### config.mk
export PLATFORM = sky130hd
export DESIGN_NAME = exec_unit
export DESIGN_NICKNAME = d
export VERILOG_FILES = /design/src/rtl/bully_isa_pkg.sv /design/src/rtl/exec_alu.sv /design/src/rtl/exec_unit.sv
export SDC_FILE = /design/constraint.sdc
export NUM_CORES = 1
export LEC_CHECK = 0
export BUFFER_PORTS_ARGS = -buffer_cell sky130_fd_sc_hd__buf_2
export CORE_MARGIN = 4
export CORE_UTILIZATION = 40
export CTS_CLUSTER_SIZE = 20
export DETAILED_ROUTE_END_ITERATION = 10
export PLACE_DENSITY = 0.66
export SLEW_MARGIN = 30
export SYNTH_ARGS = -nofsm -noshare
export SYNTH_HDL_FRONTEND = slang
export SYNTH_SLANG_ARGS = --single-unit
### constraint.sdc
create_clock -name clk -period 7.2 [get_ports clk]
set_input_delay 0.72 -clock clk [delete_from_list [all_inputs] [get_ports clk]]
set_output_delay 0.72 -clock clk [all_outputs]
set_load 0.01 [all_outputs]
### src/rtl/bully_isa_pkg.sv
// Shared ISA constants for the bully core: command classes, opcodes,
// privilege modes and the execute-stage state encoding.
package bully_isa_pkg;

    localparam int unsigned CODE_TYPE_W = 3;

    localparam logic [CODE_TYPE_W-1:0] CODE_TYPE_INT = 3'b000;
    localparam logic [CODE_TYPE_W-1:0] CODE_TYPE_REG = 3'b001;
    localparam logic [CODE_TYPE_W-1:0] CODE_TYPE_IMM = 3'b010;
    localparam logic [CODE_TYPE_W-1:0] CODE_TYPE_JMP = 3'b100;
    localparam logic [CODE_TYPE_W-1:0] CODE_TYPE_CTL = 3'b111;

    // ALU opcodes (REG / IMM classes)
    localparam int unsigned CODE_OPCD_MOV = 0;
    localparam int unsigned CODE_OPCD_ADD = 1;
    localparam int unsigned CODE_OPCD_SUB = 2;
    localparam int unsigned CODE_OPCD_AND = 3;
    localparam int unsigned CODE_OPCD_OR  = 4;
    localparam int unsigned CODE_OPCD_XOR = 5;
    localparam int unsigned CODE_OPCD_CMP = 6;

    // Jump opcodes (JMP class)
    localparam int unsigned CODE_OPCD_JMP = 0;
    localparam int unsigned CODE_OPCD_JE  = 1;
    localparam int unsigned CODE_OPCD_JG  = 2;
    localparam int unsigned CODE_OPCD_SJF = 3;
    localparam int unsigned CODE_OPCD_SJB = 4;

    // Control opcodes (CTL class)
    localparam int unsigned CODE_OPCD_HLT = 0;

    localparam logic CODE_MODE_USER  = 1'b0;
    localparam logic CODE_MODE_ADMIN = 1'b1;

    typedef enum logic [1:0] {
        ST_RUN   = 2'b00,
        ST_EXEC  = 2'b01,
        ST_HALT  = 2'b10,
        ST_FAULT = 2'b11
    } exec_state_t;

endpackage

### src/rtl/exec_alu.sv
// Combinational ALU for the execute stage: MOV/ADD/SUB/AND/OR/XOR plus
// unsigned compare results.
module exec_alu
    import bully_isa_pkg::*;
#(
    parameter int unsigned WIDTH = 32
) (
    input  logic [2:0]       op,
    input  logic [WIDTH-1:0] a,
    input  logic [WIDTH-1:0] b,
    output logic [WIDTH-1:0] result,
    output logic             eq,
    output logic             gt
);

    always_comb begin
        result = '0;
        case (op)
            3'(CODE_OPCD_MOV): result = b;
            3'(CODE_OPCD_ADD): result = a + b;
            3'(CODE_OPCD_SUB): result = a - b;
            3'(CODE_OPCD_AND): result = a & b;
            3'(CODE_OPCD_OR):  result = a | b;
            3'(CODE_OPCD_XOR): result = a ^ b;
            default:           result = '0;
        endcase
    end

    assign eq = (a == b);
    assign gt = (a > b);

endmodule

### src/rtl/exec_unit.sv
// Execute stage: captures a decoded bundle, executes it one cycle later and
// owns the register file, flags and pc. Faults are sticky until reset.
module exec_unit
    import bully_isa_pkg::*;
#(
    parameter int unsigned BUS_WIDTH = 32,
    parameter int unsigned REG_NUM   = 8
) (
    input  logic                         clk,
    input  logic                         nreset,
    input  logic                         admin_flag,
    input  logic [2:0]                   code_type,
    input  logic [BUS_WIDTH-5:0]         opcode,
    input  logic [BUS_WIDTH-1:0]         opdata0,
    input  logic [BUS_WIDTH-1:0]         opdata1,
    input  logic                         cmd_ready,
    input  logic                         decoder_error,
    input  logic [$clog2(REG_NUM)-1:0]   dbg_sel,
    output logic [BUS_WIDTH-1:0]         dbg_data,
    output logic [BUS_WIDTH-1:0]         pc,
    output logic                         flag_eq,
    output logic                         flag_gt,
    output logic                         busy,
    output logic                         retire,
    output logic                         int_req,
    output logic [BUS_WIDTH-5:0]         int_vector,
    output logic                         halted,
    output logic                         exec_error
);

    localparam int unsigned OPW  = BUS_WIDTH - 4;
    localparam int unsigned IDXW = $clog2(REG_NUM);

    exec_state_t state, state_next;

    logic [BUS_WIDTH-1:0] regs [REG_NUM];

    logic                 cap_admin;
    logic [2:0]           cap_type;
    logic [OPW-1:0]       cap_opcode;
    logic [BUS_WIDTH-1:0] cap_op0;
    logic [BUS_WIDTH-1:0] cap_op1;

    logic [IDXW-1:0]      idx_dst;
    logic [IDXW-1:0]      idx_src;
    logic                 dst_bad;
    logic                 src_bad;
    logic [BUS_WIDTH-1:0] src_val;
    logic [BUS_WIDTH-1:0] alu_result;
    logic                 alu_eq;
    logic                 alu_gt;

    logic                 is_alu;
    logic                 is_cmp;
    logic                 is_int;
    logic                 is_hlt;
    logic                 insn_fault;
    logic [BUS_WIDTH-1:0] pc_next;
    logic                 capture;
    logic                 commit;

    assign dbg_data = regs[dbg_sel];

    // Operand fetch from the captured bundle
    assign idx_dst = cap_op0[IDXW-1:0];
    assign idx_src = cap_op1[IDXW-1:0];
    assign dst_bad = (cap_op0 >= BUS_WIDTH'(REG_NUM));
    assign src_bad = (cap_op1 >= BUS_WIDTH'(REG_NUM));
    assign src_val = (cap_type == CODE_TYPE_REG) ? regs[idx_src] : cap_op1;

    exec_alu #(
        .WIDTH (BUS_WIDTH)
    ) u_alu (
        .op     (cap_opcode[2:0]),
        .a      (regs[idx_dst]),
        .b      (src_val),
        .result (alu_result),
        .eq     (alu_eq),
        .gt     (alu_gt)
    );

    // Instruction classification, legality and next pc
    always_comb begin
        is_alu     = 1'b0;
        is_cmp     = 1'b0;
        is_int     = 1'b0;
        is_hlt     = 1'b0;
        insn_fault = 1'b0;
        pc_next    = pc + BUS_WIDTH'(1);
        case (cap_type)
            CODE_TYPE_REG, CODE_TYPE_IMM: begin
                is_cmp     = (cap_opcode == OPW'(CODE_OPCD_CMP));
                is_alu     = (cap_opcode <  OPW'(CODE_OPCD_CMP));
                insn_fault = dst_bad
                           | ((cap_type == CODE_TYPE_REG) & src_bad)
                           | (cap_opcode > OPW'(CODE_OPCD_CMP));
            end
            CODE_TYPE_JMP: begin
                insn_fault = (cap_opcode > OPW'(CODE_OPCD_SJB));
                case (cap_opcode)
                    OPW'(CODE_OPCD_JMP): pc_next = cap_op0;
                    OPW'(CODE_OPCD_JE):  pc_next = flag_eq ? cap_op0 : pc + BUS_WIDTH'(1);
                    OPW'(CODE_OPCD_JG):  pc_next = flag_gt ? cap_op0 : pc + BUS_WIDTH'(1);
                    OPW'(CODE_OPCD_SJF): pc_next = pc + cap_op0;
                    OPW'(CODE_OPCD_SJB): pc_next = pc - cap_op0;
                    default:             pc_next = pc;
                endcase
            end
            CODE_TYPE_CTL: begin
                is_hlt     = 1'b1;
                insn_fault = (cap_admin != CODE_MODE_ADMIN)
                           | (cap_opcode != OPW'(CODE_OPCD_HLT));
                pc_next    = pc;
            end
            CODE_TYPE_INT: begin
                is_int     = 1'b1;
                insn_fault = (cap_admin != CODE_MODE_ADMIN);
            end
            default: insn_fault = 1'b1;
        endcase
    end

    // Next-state logic
    always_comb begin
        state_next = state;
        capture    = 1'b0;
        commit     = 1'b0;
        case (state)
            ST_RUN: begin
                if (decoder_error) begin
                    state_next = ST_FAULT;
                end else if (cmd_ready) begin
                    capture    = 1'b1;
                    state_next = ST_EXEC;
                end
            end
            ST_EXEC: begin
                if (decoder_error || cmd_ready || insn_fault) begin
                    state_next = ST_FAULT;
                end else begin
                    commit     = 1'b1;
                    state_next = is_hlt ? ST_HALT : ST_RUN;
                end
            end
            ST_HALT: begin
                if (decoder_error) begin
                    state_next = ST_FAULT;
                end
            end
            ST_FAULT: state_next = ST_FAULT;
            default:  state_next = ST_FAULT;
        endcase
    end

    always_ff @(posedge clk) begin
        if (!nreset) begin
            state <= ST_RUN;
        end else begin
            state <= state_next;
        end
    end

    // Architectural state and registered status outputs
    always_ff @(posedge clk) begin
        if (!nreset) begin
            for (int i = 0; i < int'(REG_NUM); i++) begin
                regs[i] <= '0;
            end
            pc         <= '0;
            flag_eq    <= 1'b0;
            flag_gt    <= 1'b0;
            int_vector <= '0;
            retire     <= 1'b0;
            int_req    <= 1'b0;
            busy       <= 1'b0;
            halted     <= 1'b0;
            exec_error <= 1'b0;
            cap_admin  <= 1'b0;
            cap_type   <= '0;
            cap_opcode <= '0;
            cap_op0    <= '0;
            cap_op1    <= '0;
        end else begin
            retire     <= commit;
            int_req    <= commit & is_int;
            busy       <= (state_next == ST_EXEC);
            halted     <= (state_next == ST_HALT);
            exec_error <= (state_next == ST_FAULT);
            if (capture) begin
                cap_admin  <= admin_flag;
                cap_type   <= code_type;
                cap_opcode <= opcode;
                cap_op0    <= opdata0;
                cap_op1    <= opdata1;
            end
            if (commit) begin
                pc <= pc_next;
                if (is_alu) begin
                    regs[idx_dst] <= alu_result;
                end
                if (is_cmp) begin
                    flag_eq <= alu_eq;
                    flag_gt <= alu_gt;
                end
                if (is_int) begin
                    int_vector <= cap_opcode;
                end
            end
        end
    end

endmodule

# --- Word-level counts from Yosys, hierarchy flattened ---
# Memory sizes are Yosys's and may differ from the RTL's. A register that Yosys moved wholly into a read port is not among the register bits.
# Cells that the tools add are included.
# W data, S select, Z words.
totals:
  ff_bits: 165
  ramBits: 256
  output_inout_bits: 99
  n_memories: 1
op_classes:
  n_addsub: 5
  n_lt_le_gt_ge: 6
  eq_ne: 22
  muxes: 34
  bitwise: 10
  n_reduce_logical: 12
memory_table:
  columns: ["memory", "depth", "word_bits", "rd", "rd_ports_with_merged_regs", "write_ports", "line", "source"]
  rows:
  - ["regs", 8, 32, 3, 2, 8, "exec_unit.sv:36", "logic [BUS_WIDTH-1:0] regs [REG_NUM];"]
ops:
  columns: ["op", "n"]
  rows:
  - ["$pmux W32 S6", 1]
  - ["$pmux W32 S5", 1]
  - ["$mux W32", 4]
  - ["$add A32 B32 Y32", 2]
  - ["$ge A32 B4 Y1 const B", 2]
  - ["$pmux W32 S2", 1]
  - ["$sub A32 B32 Y32", 2]
  - ["$eq A28 B2 Y1 const B", 2]
  - ["$eq A28 B3 Y1 const B", 2]
  - ["$gt A28 B3 Y1 const B", 2]
  - ["$add A32 B1 Y32 const B", 1]
  - ["$and A32 B32 Y32", 1]
  - ["$eq A32 B32 Y1", 1]
  - ["$gt A32 B32 Y1", 1]
  - ["$or A32 B32 Y32", 1]
  - ["$reduce_or A32 Y1", 1]
  - ["$xor A32 B32 Y32", 1]
  - ["$eq A28 B1 Y1 const B", 1]
  - ["$logic_not A28 Y1", 1]
  - ["$lt A28 B3 Y1 const B", 1]
  - ["$reduce_bool A28 Y1", 1]
  - ["$mux W1", 15]
  - ["$mux W3", 5]
  - ["$eq A3 B3 Y1 const B", 4]
  - ["17 further kinds", 35]

# --- Depth between registers and ports, before layout ---
# Gate-level depths: netlist (run 1).
logic_depth:
  ltp_word: 13
  ltp_mapped: 21
  mapped_depth_nobuf: 16

# --- Hierarchy ---
# From an unflattened synthesis (run 1), not the netlist that was laid out.
hier_totals:
  hier_cells: 3154
  area_unflattened_um2: 30748.2
modules_own_cells:
  columns: ["mod", "n_inst", "cells_each", "area_per_inst_um2", "seq_area_each_um2"]
  rows:
  - ["exec_unit", 1, 2277, 25059.0, 11110.7]
  - ["exec_alu", 1, 877, 5689.2, 0.0]

# --- Worst setup path after synthesis (run 1) ---
# OpenSTA, ideal clock, no wires.
synth_path:
  path_type: "reg2reg"
  from: "reg (tool-made name)"
  to: "mem regs[0][26] (data pin)"
  setup_time_ns: 0.281
  arrival_ns: 5.058
  required_ns: 6.919
  path_slack_ns: 1.860
  stages_incl_launch_ff: 20
  path_buffers: 5
  period_less_slack_ns: 5.340
  path_cell_list: "dfxtp_1 -> buf_4 -> buf_4 -> buf_4 -> buf_2 -> buf_2 -> mux4_2 -> mux2i_1 -> a21oi_1 -> ha_1 -> fa_1 -> nor2b_1 -> o21ai_0 -> nand3_1 -> a211oi_1 -> o41ai_1 -> o2111ai_1 -> mux2i_1 -> a211oi_1 -> nor2_1"
synth_rtl:
  columns: ["element", "line"]
  rows:
  - ["to (decl)", "exec_unit.sv:36"]

==> results.md, run 1 <==
Finish:
- The library cell used most frequently in the layout, excluding fill and tap cells, is sky130_fd_sc_hd__nor2_1.
- The top cell types in the final layout, fill and taps aside, are 391 x sky130_fd_sc_hd__nor2_1, 375 x sky130_fd_sc_hd__nand2_1, 281 x sky130_fd_sc_hd__a21oi_1.
- The final-stage net count is 3,412.
- The non-filler instance count after layout is 4,178.
- The fraction of layout cells with a size suffix above 1 is 20.1%.
- The fill cell total of the finished layout is 7,009.
- From synthesis to final layout, the design area changed by 11.9%.

Drt:
- The routed layout has 26,200 vias.
- The total length of routed wires is 105,000 um.
- The via-per-instance ratio is 6.26.
- Once detail routing completed, the nets flagged for antenna violations numbered 0.
- In the final routed layout, each cell accounts on average for 25.2 um.
- For this run, the detailed router's first-pass iteration total came to 6.
- In the routed design, unresolved DRC markers number 0.
- The detailed router finished its first iteration with 2,969 violations.

Run status:
- The flow ran to the end, and the final reports show no timing, DRC or antenna violations.

Critical path:
- On the critical path, the stage with the largest delay is an instance of sky130_fd_sc_hd__dfxtp_4.
- The data required time of the critical path is 7.51 ns.
- Along the worst path, the maximum fanout reaches 29.
- The type of the worst setup path is flop to flop.
- The element type at the critical path end is a flop.
- The arrival time of data at the critical path endpoint is 6.49 ns.
- The startpoint type of the worst setup path is a flop.
- For this run, the slowest stage of the critical path takes 0.75 ns.
- The number of buffers and inverters on the critical path is 2.
- Walking the worst path, the cells encountered are buf_4, buf_4, mux4_2, mux2_2, ha_1, nand2_1, nor3_1, a21oi_1, o21a_1, o21ai_1, nand2_1, o311a_1, mux2i_1, a21oi_1.
- The cell family contributing the most delay on the critical path is multiplexers.

Job:
- The tool flagged a number of max-cap violations equal to 0.

Power:
- The static power due to leakage is 12.5 nW.
- The cell area power density is 200 mW/mm^2.
- VDD sags by at most 0.000170 V.
- After layout, the design draws a total of 6.68 mW.

CTS:
- The worst-skew pair later-pin latency is 0.61 ns.
- The clock passes through at most 3 buffers.
- Clock-pin slew was measured on the worst setup and hold paths at 0.06 ns.
- The CTS H-tree depth is 2.
- The number of cells upsized or downsized after cts is 0.
- The master cell of the clock root buffer is sky130_fd_sc_hd__clkbuf_16.
- The CTS sink count is 427.
- The number of buffers created by CTS is 48.
- The clock tree from TritonCTS is yes.
- The total setup buffers inserted after CTS is 0.
- In this run, post-CTS hold repair placed 0 buffers.

Synthesis:
- For this run, the number of Yosys warnings is 0.
- The synthesized design contains 427 register bits.
- The primary flip-flop cell chosen by synthesis mapping is sky130_fd_sc_hd__edfxtp_1.
- The number of enable-type register cells in the synthesized netlist is 256.
- Dividing the synthesized area by the synthesized cell count gives 9.71 um^2.
- In the synthesized netlist, the number of instances is 3,076.
- Yosys mapped the design onto 88 distinct sky130hd cell types.
- Synthesis produced a netlist with a net count of 3,312.
- The sequential share of the synthesized area is 37.2%.
- Of all flip-flops after synthesis, the portion carrying an async set or reset was 0%.
- The combined area of all synthesized cells is 0.0299 mm^2.

Floorplanning:
- Row generation in the floorplan step produced 99 rows.
- The core area is 0.0735 mm^2.
- 202 I/O pins were placed.
- The width of the die is 281 um.
- The initial core utilization is 40.7%.
- The die boundary height is 281 um.
- The total die area is 0.0791 mm^2.

GRT:
- The number of antenna violations at the first check in global routing came to 5.
- The total track usage is 25.7%.
- The largest net degree at the start of global routing is 91.
- The overall overflow remaining after global route is 0.
- The number of global-route vias before repair is 25,200.
- The first-pass GRT wire length is 156,000 um.

Placed design:
- The count of buffers added on input and output ports is 201.
- The placer congestion estimate is 0.993.
- At the placement stage, the worst setup path has a slack of 1.15 ns.
- The number of placed instances, taps included is 4,083.
- The HPWL after detailed placement is 70,700 um.

STA:
- The top achievable clock speed is 0.162 GHz.
- Between clock sinks in the finished design, the worst skew comes to 0.0241 ns.
- The sum of negative setup slack is 0 ns.
- The final number of max-transition violations was 0.
- The remaining max-slew budget at the tightest pin is 36.6%.
- The final count of negative-setup-slack endpoints is 0.
- The shortest period the worst path allows is 6.17 ns.
- The post-layout worst setup margin is 1.03 ns.
- Setup repair after global routing left no endpoint under its margin.
- At the pin with the least slew margin, the transition time is 0.952 ns.
- The final cycle utilization of the critical path is 85.7%.
- The number of endpoints with negative hold slack in the final report is 0.

Min path:
- The min-delay analysis places its worst path in the category input pin to flop.
- The startpoint identified for the worst hold timing path is opdata0[19].
-- power by group --
part | total (mW) | internal, mW | switching, mW
Combinational | 1.44 | 0.535 | 0.903
Sequential | 2.74 | 2.66 | 0.0835
Clock | 2.51 | 1.45 | 1.05
-- stage by stage --
stage | utilization (%) | instance area (um^2) | hold slack [ns]
6_report | 45.5 | 33400 | 0.339
5_1_grt | 45.5 | 33400 | 0.343
4_1_cts | 45.4 | 33400 | 0.317
3_5_place_dp | 43.2 | 31800 | 0.462
3_3_place_gp | 43.2 | 31700 | 0.459
2_1_floorplan | - | 29900 | 0.446
-- sequential cells by signal (all words and copies together), names as in the netlist, 2 cells and up, named ones only --
name	cells
cap_opcode	28
cap_op1	32
int_vector	28
pc	32
cap_type	3
regs	256
state	2
cap_op0	32
-- cell type report --
class,count,area (um^2),area share [%]
Inverter,114,430,1.29
Sequential cell,427,11100,33.3
Antenna cell,4,10.0,0.0300
Clock buffer,66,1380,4.13
Clock inverter,23,210,0.629
Multi-Input combinational cell,2325,17600,52.6
Tap cell,959,1200,3.59
Timing Repair Buffer,260,1480,4.43
-- cell usage after synthesis (7+ instances only) --
library cell                 n  share of area [%]
sky130_fd_sc_hd__a211oi_1   39               0.98
sky130_fd_sc_hd__a21o_1     33               0.83
sky130_fd_sc_hd__a21oi_1   281                4.7
sky130_fd_sc_hd__a221o_1    10               0.34
sky130_fd_sc_hd__a221oi_1   16               0.47
sky130_fd_sc_hd__a222oi_1   10               0.34
sky130_fd_sc_hd__a22oi_1    13               0.33
sky130_fd_sc_hd__a31oi_1    26               0.54
sky130_fd_sc_hd__and2_1     18               0.38
sky130_fd_sc_hd__and3_1     19               0.40
sky130_fd_sc_hd__buf_1      30               0.38
sky130_fd_sc_hd__buf_2      30               0.50
sky130_fd_sc_hd__clkbuf_1  144                1.8
sky130_fd_sc_hd__dfxtp_1   171                 11
sky130_fd_sc_hd__edfxtp_1  256                 26
sky130_fd_sc_hd__ha_1      130                5.4
sky130_fd_sc_hd__inv_1     112                1.4
sky130_fd_sc_hd__mux2_2     64                2.4
sky130_fd_sc_hd__mux2i_1    71                2.4
sky130_fd_sc_hd__mux4_2    192                 14
sky130_fd_sc_hd__nand2_1   384                4.8
sky130_fd_sc_hd__nand2b_1   20               0.42
sky130_fd_sc_hd__nand3_1    29               0.49
sky130_fd_sc_hd__nand4_1    25               0.52
sky130_fd_sc_hd__nor2_1    392                4.9
sky130_fd_sc_hd__nor2b_1    24               0.50
sky130_fd_sc_hd__nor3_1     46               0.77
sky130_fd_sc_hd__nor4_1     24               0.50
sky130_fd_sc_hd__o211ai_1   15               0.38
sky130_fd_sc_hd__o21a_1     15               0.38
sky130_fd_sc_hd__o21ai_0   129                2.2
sky130_fd_sc_hd__o21bai_1   19               0.48
sky130_fd_sc_hd__o221ai_1   29               0.85
sky130_fd_sc_hd__o22ai_1    10               0.21
sky130_fd_sc_hd__o31ai_1    14               0.35
sky130_fd_sc_hd__o32ai_1     7               0.21
sky130_fd_sc_hd__o41ai_1    11               0.32
sky130_fd_sc_hd__or2_2       8               0.17
sky130_fd_sc_hd__or3_1      13               0.27
sky130_fd_sc_hd__xnor2_1    30               0.88
sky130_fd_sc_hd__xor2_1     47                1.4
-- path summary, 6_finish.rpt --
path,to,slack (ns),cells after the start
setup / recovery,regs[3][29],1.03,14
hold / removal,cap_op0[19],0.34,3
setup reg to reg,regs[3][29],1.03,14
hold reg to reg,flag_gt,0.47,2
-- per-layer routing --
metal | global-route usage, % | routed length, um | vias up
met4 | 9.31 | 3840 | 0
met5 | 0 | 0 | -
met2 | 42.2 | 49400 | 1330
met3 | 4.29 | 9250 | 230
li1 | - | - | 11700
met1 | 34.5 | 42700 | 12900
-- tightest hold or removal path, cell delays in order --
cell                      delay (ns)
sky130_fd_sc_hd__buf_2          0.09
sky130_fd_sc_hd__nand2_1        0.04
sky130_fd_sc_hd__a21oi_1        0.05
-- cells by family after synthesis --
logic type / count (synthesis) / synth area share (%)
AOI/OAI and AO/OA: 753 / 16.1
xor gates and xnor gates: 77 / 2.26
adders and majority gates: 133 / 5.65
buffers and inverters: 324 / 4.27
DFF: 427 / 37.2
muxes: 327 / 19.3
and+or+nand+nor: 1035 / 15.2
(Power assumes the default switching activity.)
==> run 2: changes to the inputs <==
Settings changed: MAX_ROUTING_LAYER set to met4.
==> run 2 against run 1 <==
  * Fmax grew 0.66%
  * Critical endpoint is now regs[1][29]
  * Wire length is 1.9% higher
  * Highest routed layer unchanged
  * Sequential share of layout area hardly changed
  * Utilization grew 0.058 points
  * First-iteration DRC count increased by 6.0%
  * Global-route usage rose by 1.3 points
==> results.md, run 2 (same netlist as run 1, synthesis figures left out) <==
GRT:
- The first global-routing pass estimated 159,000 um of wire.
- The number of global-route vias before repair is 25,700.
- Entering global routing, the biggest net connects 103 pins.
- The total track usage is 27.0%.
- The number of antenna violations at the first check in global routing is 6.
- The overall overflow remaining after global route is 0.

CTS:
- After clock tree synthesis, the setup repair step added 0 buffers.
- Hold repair after CTS inserted 0 buffers.
- TritonCTS built the clock tree.
- For the worst-skew pair, the clock arrives at the later sink with an insertion delay of 0.63 ns.
- Buffers inserted during clock tree synthesis total 49.
- The maximum count of clock buffers along a single path is 3.
- The CTS H-tree depth is 2.
- The CTS sink count is 427.
- The tree is rooted in a sky130_fd_sc_hd__clkbuf_16.
- The number of cells upsized or downsized after cts is 0.
- The clock-pin slew on the worst setup and hold paths is 0.07 ns.

Critical path:
- The arrival time of data at the critical path endpoint is 6.43 ns.
- The top fanout value on the critical path is 29.
- The number of cells traversed by the worst register-to-register path is 16.
- The register-to-register setup slack is 1.07 ns.
- STA classifies the critical path endpoint as a flop.
- STA classifies the critical path startpoint as a flop.
- Data on the critical path is required at its endpoint by 7.50 ns.
- The end of the critical path is regs[1][29].
- In this run the critical register-to-register path is captured at regs[1][29].
- The critical path is of the flop to flop type.

Floorplanning:
- The floorplan step defined a die boundary enclosing 0.0791 mm^2.
- The floorplan has 99 rows.
- From bottom edge to top edge, the die measures 281 um.
- The initial core utilization is 40.7%.
- Measured along the x axis, the die boundary spans 281 um.
- The number of ports placed on the die boundary is 202.
- In this run the standard cell core region covers 0.0735 mm^2.

STA:
- The remaining max-slew budget at the tightest pin is 34.0%.
- The final number of max-transition violations was 0.
- The post-route clock skew is 0.0390 ns.
- The number of endpoints with negative hold slack in the final report is 0.
- Setup repair after global routing left no endpoint under its margin.
- The worst path in the final design needs a cycle of 6.13 ns, including I/O delays and setup.
- The final cycle utilization of the critical path is 85.2%.
- The final count of negative-setup-slack endpoints is 0.
- The slew at the pin with the worst max-slew slack is 0.988 ns.
- Setup total negative slack on the finished layout was measured at 0 ns.
- The top achievable clock speed is 0.163 GHz.

Finish:
- The register with the most flip-flops in the layout has 256 of them.
- The fraction of layout cells with a size suffix above 1 is 20.2%.
- The most flop-heavy register is regs.
- The fill cell total of the finished layout is 7,017.
- The final-stage net count is 3,419.
- Leaving out fill and tap cells, the most frequent cells in the layout are 391 x sky130_fd_sc_hd__nor2_1, 375 x sky130_fd_sc_hd__nand2_1, 281 x sky130_fd_sc_hd__a21oi_1.
- The layout overhead on the synthesized area is 12.0%.
- Leaving out fill and tap cells, the most frequent cell in the layout is sky130_fd_sc_hd__nor2_1.
- The final cell area excluding filler cells is 0.0335 mm^2.

Power:
- The peak supply drop is 0.000202 V.
- The net switching power of the design is 2.08 mW.
- The clock share of power is 38.0%.
- For this design the ratio of total power to cell area is 202 mW/mm^2.
- Combinational logic burns 21.4% of the power.
- Internal power comes to 4.67 mW.
- The static power due to leakage is 12.5 nW.
- Net switching is 30.8% of the power.
- Sequential cells burn 40.6% of the power.

Placed design:
- Once detailed placement completed, the half-perimeter wirelength came to 72,400 um.
- The cell area after placement is 0.0318 mm^2.
- The count of input and output buffers is 201.
- The placer congestion estimate is 0.997.

Drt:
- The iteration count of the initial detailed-routing pass is 8.
- The total length of routed wires is 107,000 um.
- The routed layout has 26,400 vias.
- The remaining antenna violation count after routing is 0.
- Dividing the detail-routed wire length by the instance count gives 25.6 um.
- The number of design-rule violations left by the first detailed-router iteration is 3,148.
- Dividing the detail-routed via count by the number of cells gives 6.32.
- In the routed design, unresolved DRC markers number 0.

Run status:
- The flow ran to the end, and the final reports show no timing, DRC or antenna violations.

Job:
- The number of violations of the max-capacitance limit is 0.

Min path:
- The worst hold path belongs to the class input pin to flop.
## run 2: layout make-up
cell class                      instances  area, um^2  area share (%)
Sequential cell                       427       11100            33.3
Multi-Input combinational cell       2325       17600            52.5
Tap cell                              959        1200            3.59
Inverter                              114         433            1.29
Timing Repair Buffer                  266        1500            4.48
Antenna cell                            4        10.0          0.0299
Clock inverter                         26         295           0.883
Clock buffer                           64        1320            3.96
## run 2: layer usage
| layer | track usage, % | wire length, um | vias to the layer above |
|---|---|---|---|
| met5 | - | 0 | - |
| met1 | 35.2 | 42800 | 13000 |
| li1 | - | - | 11700 |
| met2 | 42.4 | 49400 | 1495 |
| met3 | 4.37 | 10200 | 277 |
| met4 | 11.0 | 4740 | 0 |
## run 2: stage by stage
stage                     hold WS, ns  power (mW)  worst slack, ns  util [%]  instances
after floorplan                 0.446        3.74             1.86         -       3076
after global placement          0.460        4.19             1.25      43.3       4090
after detailed placement        0.465        4.20             1.19      43.3       4090
after CTS                       0.302        6.75             1.13      45.5       4180
after global routing            0.325        7.00            0.624      45.5       4185
final                           0.331        6.75             1.07      45.5       4185
## run 2: worst min-delay path by stage
stage	to	slack, ns	start	depth (start not counted)
final	cap_op1[15]	0.33	opdata1[15]	3
after global routing	cap_op0[29]	0.32	opdata0[29]	3
after CTS	cap_op0[29]	0.30	opdata0[29]	3
after detailed placement	cap_op1[3]	0.47	cap_op1[3]	2
after global placement	cap_opcode[17]	0.46	cap_opcode[17]	2
after floorplan	cap_op1[12]	0.45	cap_op1[12]	2
## run 2: critical path: stages (launching register included)
cell                      delay (ns)
sky130_fd_sc_hd__dfxtp_4        0.76
sky130_fd_sc_hd__buf_4          0.59
sky130_fd_sc_hd__buf_4          0.37
sky130_fd_sc_hd__mux4_2         0.54
sky130_fd_sc_hd__mux2i_1        0.18
sky130_fd_sc_hd__nand2_1        0.07
sky130_fd_sc_hd__o21ai_0        0.19
sky130_fd_sc_hd__ha_1           0.42
sky130_fd_sc_hd__nand4_1        0.26
sky130_fd_sc_hd__nor3_1         0.23
sky130_fd_sc_hd__a21oi_1        0.09
sky130_fd_sc_hd__o21a_1         0.14
sky130_fd_sc_hd__o21ai_1        0.65
sky130_fd_sc_hd__nand2_1        0.23
sky130_fd_sc_hd__o311a_1        0.38
sky130_fd_sc_hd__mux2i_1        0.50
sky130_fd_sc_hd__a21oi_1        0.16
## run 2: power groups by stage
stage	Sequential, mW	Clock, mW	Combinational, mW
floorplan	2.74	0	0.997
global placement	2.78	0	1.41
detailed placement	2.79	0	1.41
CTS	2.74	2.59	1.42
global route	2.75	2.70	1.55
finish	2.74	2.57	1.45
